File: config.mk
export PLATFORM = sky130hd
export DESIGN_NAME = quad_encoder_array
export DESIGN_NICKNAME = d
export VERILOG_FILES = /design/src/rtl/quad_encoder_array.sv
export SDC_FILE = /design/constraint.sdc
export NUM_CORES = 1
export LEC_CHECK = 0
export ABC_AREA = 1
export BUFFER_PORTS_ARGS = -buffer_cell sky130_fd_sc_hd__buf_2
export CAP_MARGIN = 20
export CELL_PAD_IN_SITES_DETAIL_PLACEMENT = 1
export CELL_PAD_IN_SITES_GLOBAL_PLACEMENT = 1
export CORE_ASPECT_RATIO = 1.75
export CORE_UTILIZATION = 43
export CTS_CLUSTER_DIAMETER = 30
export CTS_CLUSTER_SIZE = 12
export DETAILED_ROUTE_END_ITERATION = 16
export PLACE_DENSITY = 0.87
export SYNTH_ARGS = -nofsm -noshare
export SYNTH_HDL_FRONTEND = slang
export SYNTH_SLANG_ARGS = --single-unit
export TNS_END_PERCENT = 50
File: constraint.sdc
create_clock -name clk -period 3.64 [get_ports clk]
set_input_delay 0.546 -clock clk [delete_from_list [all_inputs] [get_ports clk]]
set_output_delay 0.546 -clock clk [all_outputs]
set_load 0.1 [all_outputs]
File: src/rtl/quad_encoder_array.sv
// Multi-channel quadrature decoder with per-channel glitch filter,
// position counter, direction and sticky error flag, and a shared
// velocity window.
//
// Ports:
//   clk, reset    - clock, synchronous active-high reset
//   enable        - global count / window enable
//   clr_pos       - per-channel position clear
//   err_clr       - clears all err_flag bits
//   enc_a, enc_b  - raw asynchronous encoder inputs
//   position      - per-channel position, ch i at [i*POS_W +: POS_W]
//   velocity      - counts per window, same packing as position
//   vel_valid     - one-cycle pulse on velocity update
//   direction     - 1 = last counted step was forward
//   err_flag      - sticky illegal-transition flag
// Optional (macro ENC_INDEX_EN):
//   enc_z         - raw index inputs (synchronised, unfiltered)
//   index_clr_en  - clear position on index rising edge
//   index_pos     - position captured at index rising edge
module quad_encoder_array #(
  parameter int NUM_CH        = 4,
  parameter int POS_W         = 32,
  parameter int FILT_CYCLES   = 3,
  parameter int WINDOW_CYCLES = 100000000
) (
  input  logic                    clk,
  input  logic                    reset,
  input  logic                    enable,
  input  logic [NUM_CH-1:0]       clr_pos,
  input  logic                    err_clr,
  input  logic [NUM_CH-1:0]       enc_a,
  input  logic [NUM_CH-1:0]       enc_b,
`ifdef ENC_INDEX_EN
  input  logic [NUM_CH-1:0]       enc_z,
  input  logic [NUM_CH-1:0]       index_clr_en,
  output logic [NUM_CH*POS_W-1:0] index_pos,
`endif
  output logic [NUM_CH*POS_W-1:0] position,
  output logic [NUM_CH*POS_W-1:0] velocity,
  output logic                    vel_valid,
  output logic [NUM_CH-1:0]       direction,
  output logic [NUM_CH-1:0]       err_flag
);

  localparam int WW = $clog2(WINDOW_CYCLES);
  localparam logic [WW-1:0] WIN_LAST = WW'(WINDOW_CYCLES - 1);

  logic [WW-1:0] win_cnt;
  logic          win_end;

  // Window counter is frozen while disabled, so the terminal
  // count can only be reached on an enabled cycle.
  assign win_end = enable && (win_cnt == WIN_LAST);

  always_ff @(posedge clk) begin
    if (reset) begin
      win_cnt   <= '0;
      vel_valid <= 1'b0;
    end else begin
      vel_valid <= win_end;
      if (win_end)
        win_cnt <= '0;
      else if (enable)
        win_cnt <= win_cnt + WW'(1);
    end
  end

  for (genvar g = 0; g < NUM_CH; g++) begin : g_ch
    logic [1:0]       sync1;
    logic [1:0]       sync2;
    logic [1:0]       curr;
    logic [1:0]       prev;
    logic             fwd;
    logic             rev;
    logic             ill;
    logic             idx_clr;
    logic             zero_pos;
    logic [POS_W-1:0] pos_q;
    logic [POS_W-1:0] snap_q;
    logic [POS_W-1:0] vel_q;
    logic             dir_q;
    logic             err_q;

    always_ff @(posedge clk) begin
      if (reset) begin
        sync1 <= 2'b00;
        sync2 <= 2'b00;
      end else begin
        sync1 <= {enc_a[g], enc_b[g]};
        sync2 <= sync1;
      end
    end

    if (FILT_CYCLES == 0) begin : g_nofilt
      assign curr = sync2;
    end else begin : g_filt
      localparam int CW =
        (FILT_CYCLES > 1) ? $clog2(FILT_CYCLES + 1) : 1;
      localparam logic [CW-1:0] FC = CW'(FILT_CYCLES);

      logic [1:0]    filt_q;
      logic [1:0]    cand_q;
      logic [CW-1:0] cnt_q;
      logic [CW-1:0] cnt_n;
      logic          accept;

      // A candidate that differs from last cycle's sample restarts
      // the stability count at one.
      always_comb begin
        cnt_n  = (sync2 == cand_q) ? cnt_q + CW'(1) : CW'(1);
        accept = (sync2 != filt_q) && (cnt_n >= FC);
      end

      always_ff @(posedge clk) begin
        if (reset) begin
          filt_q <= 2'b00;
          cand_q <= 2'b00;
          cnt_q  <= '0;
        end else begin
          cand_q <= sync2;
          if (sync2 == filt_q) begin
            cnt_q <= '0;
          end else if (accept) begin
            filt_q <= sync2;
            cnt_q  <= '0;
          end else begin
            cnt_q <= cnt_n;
          end
        end
      end

      assign curr = filt_q;
    end

    always_comb begin
      fwd = 1'b0;
      rev = 1'b0;
      case ({prev, curr})
        4'b0001, 4'b0111,
        4'b1110, 4'b1000: fwd = 1'b1;
        4'b0010, 4'b1011,
        4'b1101, 4'b0100: rev = 1'b1;
        default: ;
      endcase
    end

    assign ill = ((prev ^ curr) == 2'b11);

`ifdef ENC_INDEX_EN
    logic             z_s1;
    logic             z_s2;
    logic             z_q;
    logic             z_rise;
    logic [POS_W-1:0] idx_q;

    assign z_rise  = z_s2 & ~z_q;
    assign idx_clr = z_rise & index_clr_en[g];

    always_ff @(posedge clk) begin
      if (reset) begin
        z_s1  <= 1'b0;
        z_s2  <= 1'b0;
        z_q   <= 1'b0;
        idx_q <= '0;
      end else begin
        z_s1 <= enc_z[g];
        z_s2 <= z_s1;
        z_q  <= z_s2;
        if (z_rise)
          idx_q <= pos_q;
      end
    end

    assign index_pos[g*POS_W +: POS_W] = idx_q;
`else
    assign idx_clr = 1'b0;
`endif

    assign zero_pos = clr_pos[g] | idx_clr;

    // prev tracks curr even while disabled so that re-enabling
    // never decodes a stale transition.
    always_ff @(posedge clk) begin
      if (reset) begin
        prev   <= 2'b00;
        pos_q  <= '0;
        snap_q <= '0;
        vel_q  <= '0;
        dir_q  <= 1'b0;
        err_q  <= 1'b0;
      end else begin
        prev <= curr;

        if (zero_pos)
          pos_q <= '0;
        else if (enable && fwd)
          pos_q <= pos_q + POS_W'(1);
        else if (enable && rev)
          pos_q <= pos_q - POS_W'(1);

        if (win_end)
          vel_q <= pos_q - snap_q;

        if (zero_pos)
          snap_q <= '0;
        else if (win_end)
          snap_q <= pos_q;

        if (clr_pos[g])
          dir_q <= 1'b0;
        else if (enable && fwd)
          dir_q <= 1'b1;
        else if (enable && rev)
          dir_q <= 1'b0;

        if (ill)
          err_q <= 1'b1;
        else if (err_clr)
          err_q <= 1'b0;
      end
    end

    assign position[g*POS_W +: POS_W] = pos_q;
    assign velocity[g*POS_W +: POS_W] = vel_q;
    assign direction[g]               = dir_q;
    assign err_flag[g]                = err_q;
  end

endmodule

==> key figures <==
Run status
  – Status: finished, final reports clean

Global route
  – First-pass GRT wire length: 208 mm
  – GRT Residual Overflow: 0
  – GRT Resource Usage Total: 33.7%
  – Met1 usage: 31.9%
  – Gr busiest metal: met2
  – Pin count of the biggest net entering global routing: 89
  – Met2 Use GR: 63.7%
  – Initial antenna violation count: 0
  – Vias in the first global route: 39.7k
  – Met3 capacity usage during global routing: 6.60%

Timing
  – Max Fclk: 323 MHz
  – Clk_skew: roughly 0.024 ns
  – Rel. slew slack: 39.4%
  – Final setup margin: about 0.54 ns
  – Post-route clock period utilization: 85.0%
  – RSZ-0062 raised after global routing: no
  – WHS: 0.0761 ns
  – Worst Tran Pin Value: between 0.9 and 1 ns
  – Final TNS setup: 0 ns
  – Slew Limit Fails: 0
  – Fin. Hold Viols: 0
  – Min cycle time layout: 3.10 ns
  – Setup Viol. Count Final: 0

Placed design
  – Hpwl dp: a little over 100 mm
  – GPL Wtd Cong: between 0.9 and 1
  – Port Buffers: 280
  – Worst slack, placed: 0.549 ns

Layout
  – Antenna diodes: 0
  – Layout cells sized above 1: 8.53%
  – Commonest non-fill, non-tap cell in the layout: nand2_1
  – Post-layout util: between 50% and 60%
  – Area delta synth->final: 17.1%
  – Most frequent cells in the layout: nand2_1 (1,708), inv_1 (898), nor2_1 (724), dfxtp_1 (468), o21ai_0 (358)
  – Final-stage net count: 6,124

Run
  – Total of max-cap violations: 0

Clocking
  – H-tree depth: 3
  – Clk root buf: clkbuf_16
  – CTS Hold Bufs: 0
  – Clock latency on the worst-skew pair: about 0.70 ns
  – Postcts setup bufs: 0
  – Inserted Clock Buffers: 93
  – CTS tree: yes
  – Num Clock Sinks: approximately 470
  – Post_cts resized: 0
  – Clock transition at the registers of the reported paths: 0.05 ns
  – Clock buffer depth: 3

Drt
  – Drt pass-1 iters: 5
  – Routed wire length: 133 mm
  – Residual DRC: 0
  – Final ANT Viol Nets: 0
  – Number of vias in the routed layout: 37.2k
  – DRT iter0 DRCs: 1,716
  – WL per Instance: 19.1 um
  – Routed vias/inst: 5.35

Setup path
  – Worst path most repeated cell: nand2_1
  – Critical R2R Launch: g_ch[2].curr[0]
  – Startpoint Class: register
  – Setup Crit Path Kind: reg2reg
  – CP Capture Type: register
  – Worst path cell trace: xor2_1 > nand3_1 > buf_12 > ha_1 > nand2_1 > nor2_1 > nand2_1 > nor2_1 > nand2_1 > nand4_1 > nand3_1 > nand2_1 > inv_1
  – CP Data Arrival Time: around 3.7 ns
  – Slowest cell delay on critical path: 0.42 ns
  – Crit path max fanout: 31
  – Slowest CP cell: dfxtp_1
  – Setup crit start: g_ch[2].curr[0]
  – Crit path required time: approximately 4.2 ns

Floorplanning
  – Core area: 77,400 um^2
  – Die width: roughly 210 um
  – Number of cell rows: 135
  – Die Height: 372 um
  – Initial Util: 43.4%
  – Die footprint: just under 80,000 um^2
  – I/O pin cnt: 281

Power and ir drop
  – Power per cell area: roughly 480 nW/um^2
  – Leakage: roughly 0.022 uW
  – Final Power: 19,100 uW
  – Worst vdd ir: 0.550 mV

Worst hold path
  – Min-delay src: enc_a[0]
  – HP Class: in2reg

Logic synthesis
  – EDFF count, synth: 0
  – Mapped Cells: between 5k and 6k
  – Mapped cell area: 33,600 um^2
  – Yosys top cell area share: 27.9%
  – Seq/Total Area, Yosys: between 20% and 30%
  – Synthesized net count: just under 6k
  – Netlist cell types: between 40 and 50
  – Mean area per synthesized cell: 6.04 um^2
  – Syn. warnings: 0
  – Seq cells post-synth: 468
  – Async set-reset flop share out of synthesis: 0%
  – Yosys top cell by area: dfxtp_1
  – Synth top area cells: dfxtp_1 (28%), nand2_1 (19%), inv_1 (10%)
  – Synth Flop Type: dfxtp_1
-- critical path, delay by kind of cell (launching register included) --
| kind | cells | cell delay [ns] |
|---|---|---|
| flops | 1 | 0.42 |
| simple gates | 9 | 1.46 |
| xor+xnor | 1 | 0.40 |
| buf+inv | 2 | 0.25 |
| fa+ha+maj | 1 | 0.40 |
-- per-layer routing --
| layer | up-vias | share of wire (%) | wire [um] |
|---|---|---|---|
| li1 | 18000 | - | - |
| met1 | 17800 | 35 | 47100 |
| met2 | 923 | 52 | 69000 |
| met3 | 499 | 5.1 | 6730 |
| met4 | 0 | 7.5 | 9950 |
| met5 | - | 0 | 0 |
-- final timing paths --
kind | to | slack (ns) | cells after the start
setup / recovery | g_ch[2].pos_q[26] | 0.54 | 13
hold / removal | g_ch[0].sync1[1] | 0.08 | 3
setup reg to reg | g_ch[2].pos_q[26] | 0.54 | 13
hold reg to reg | g_ch[1].sync2[0] | 0.39 | 2
-- registers in the layout, summed over array words and instances, names as in the netlist, 8 cells and up --
name / count
win_cnt: 27
g_ch.curr: 8
g_ch.prev: 8
g_ch.snap_q: 128
g_ch.vel_q: 128
g_ch.sync1: 8
g_ch.g_filt.cnt_q: 8
g_ch.sync2: 8
g_ch.pos_q: 128
g_ch.g_filt.cand_q: 8
-- synth_stat cells (16+ instances only) --
library cell  count
xor2_1           94
nor3_1           45
a21oi_1         313
nand3b_1         24
xnor2_1          34
buf_2            23
nand2_1        1708
buf_4            16
inv_1           898
o21bai_1         77
o21ai_0         358
ha_1            245
nand3_1         278
dfxtp_1         468
nand4_1          28
o21ai_1          58
nor2_1          728
clkbuf_1         61
-- final cells by class --
| type | count | area (um^2) |
|---|---|---|
| sequential | 468 | 9370 |
| tap | 1027 | 1280 |
| fill | 10700 | 38000 |
| timing repair buffer | 316 | 1800 |
| multi-input combinational | 4062 | 20200 |
| clock buffer | 113 | 2550 |
| inverter | 914 | 3440 |
| clock inverter | 59 | 714 |
-- through the flow --
| stage | area, um^2 | instances |
|---|---|---|
| 2_1_floorplan | 33600 | 5561 |
| 3_5_place_dp | 36100 | 6787 |
| 5_1_grt | 39300 | 6959 |
| 6_report | 39300 | 6959 |
| 3_3_place_gp | 36100 | 6787 |
| 4_1_cts | 39300 | 6959 |
-- cell families after synthesis --
group                    after synthesis  synth area share, %
flip-flops                           468                 27.9
buffers and inverters               1031                 12.1
adder cells (fa/ha/maj)              253                 9.60
XOR/XNOR                             128                 3.34
AND/OR/NAND/NOR                     2847                 33.9
AO/OA/AOI/OAI                        834                 13.2
-- report_power, final --
group	total [uW]	leakage, uW	internal (uW)	switching [uW]
Sequential	5290	0.00377	5190	102
Combinational	4780	0.0170	1370	3420
Clock	9000	0.00159	5770	3220
Total	19100	0.0223	12300	6740
Note: power is estimated with default switching activity, not from simulation.
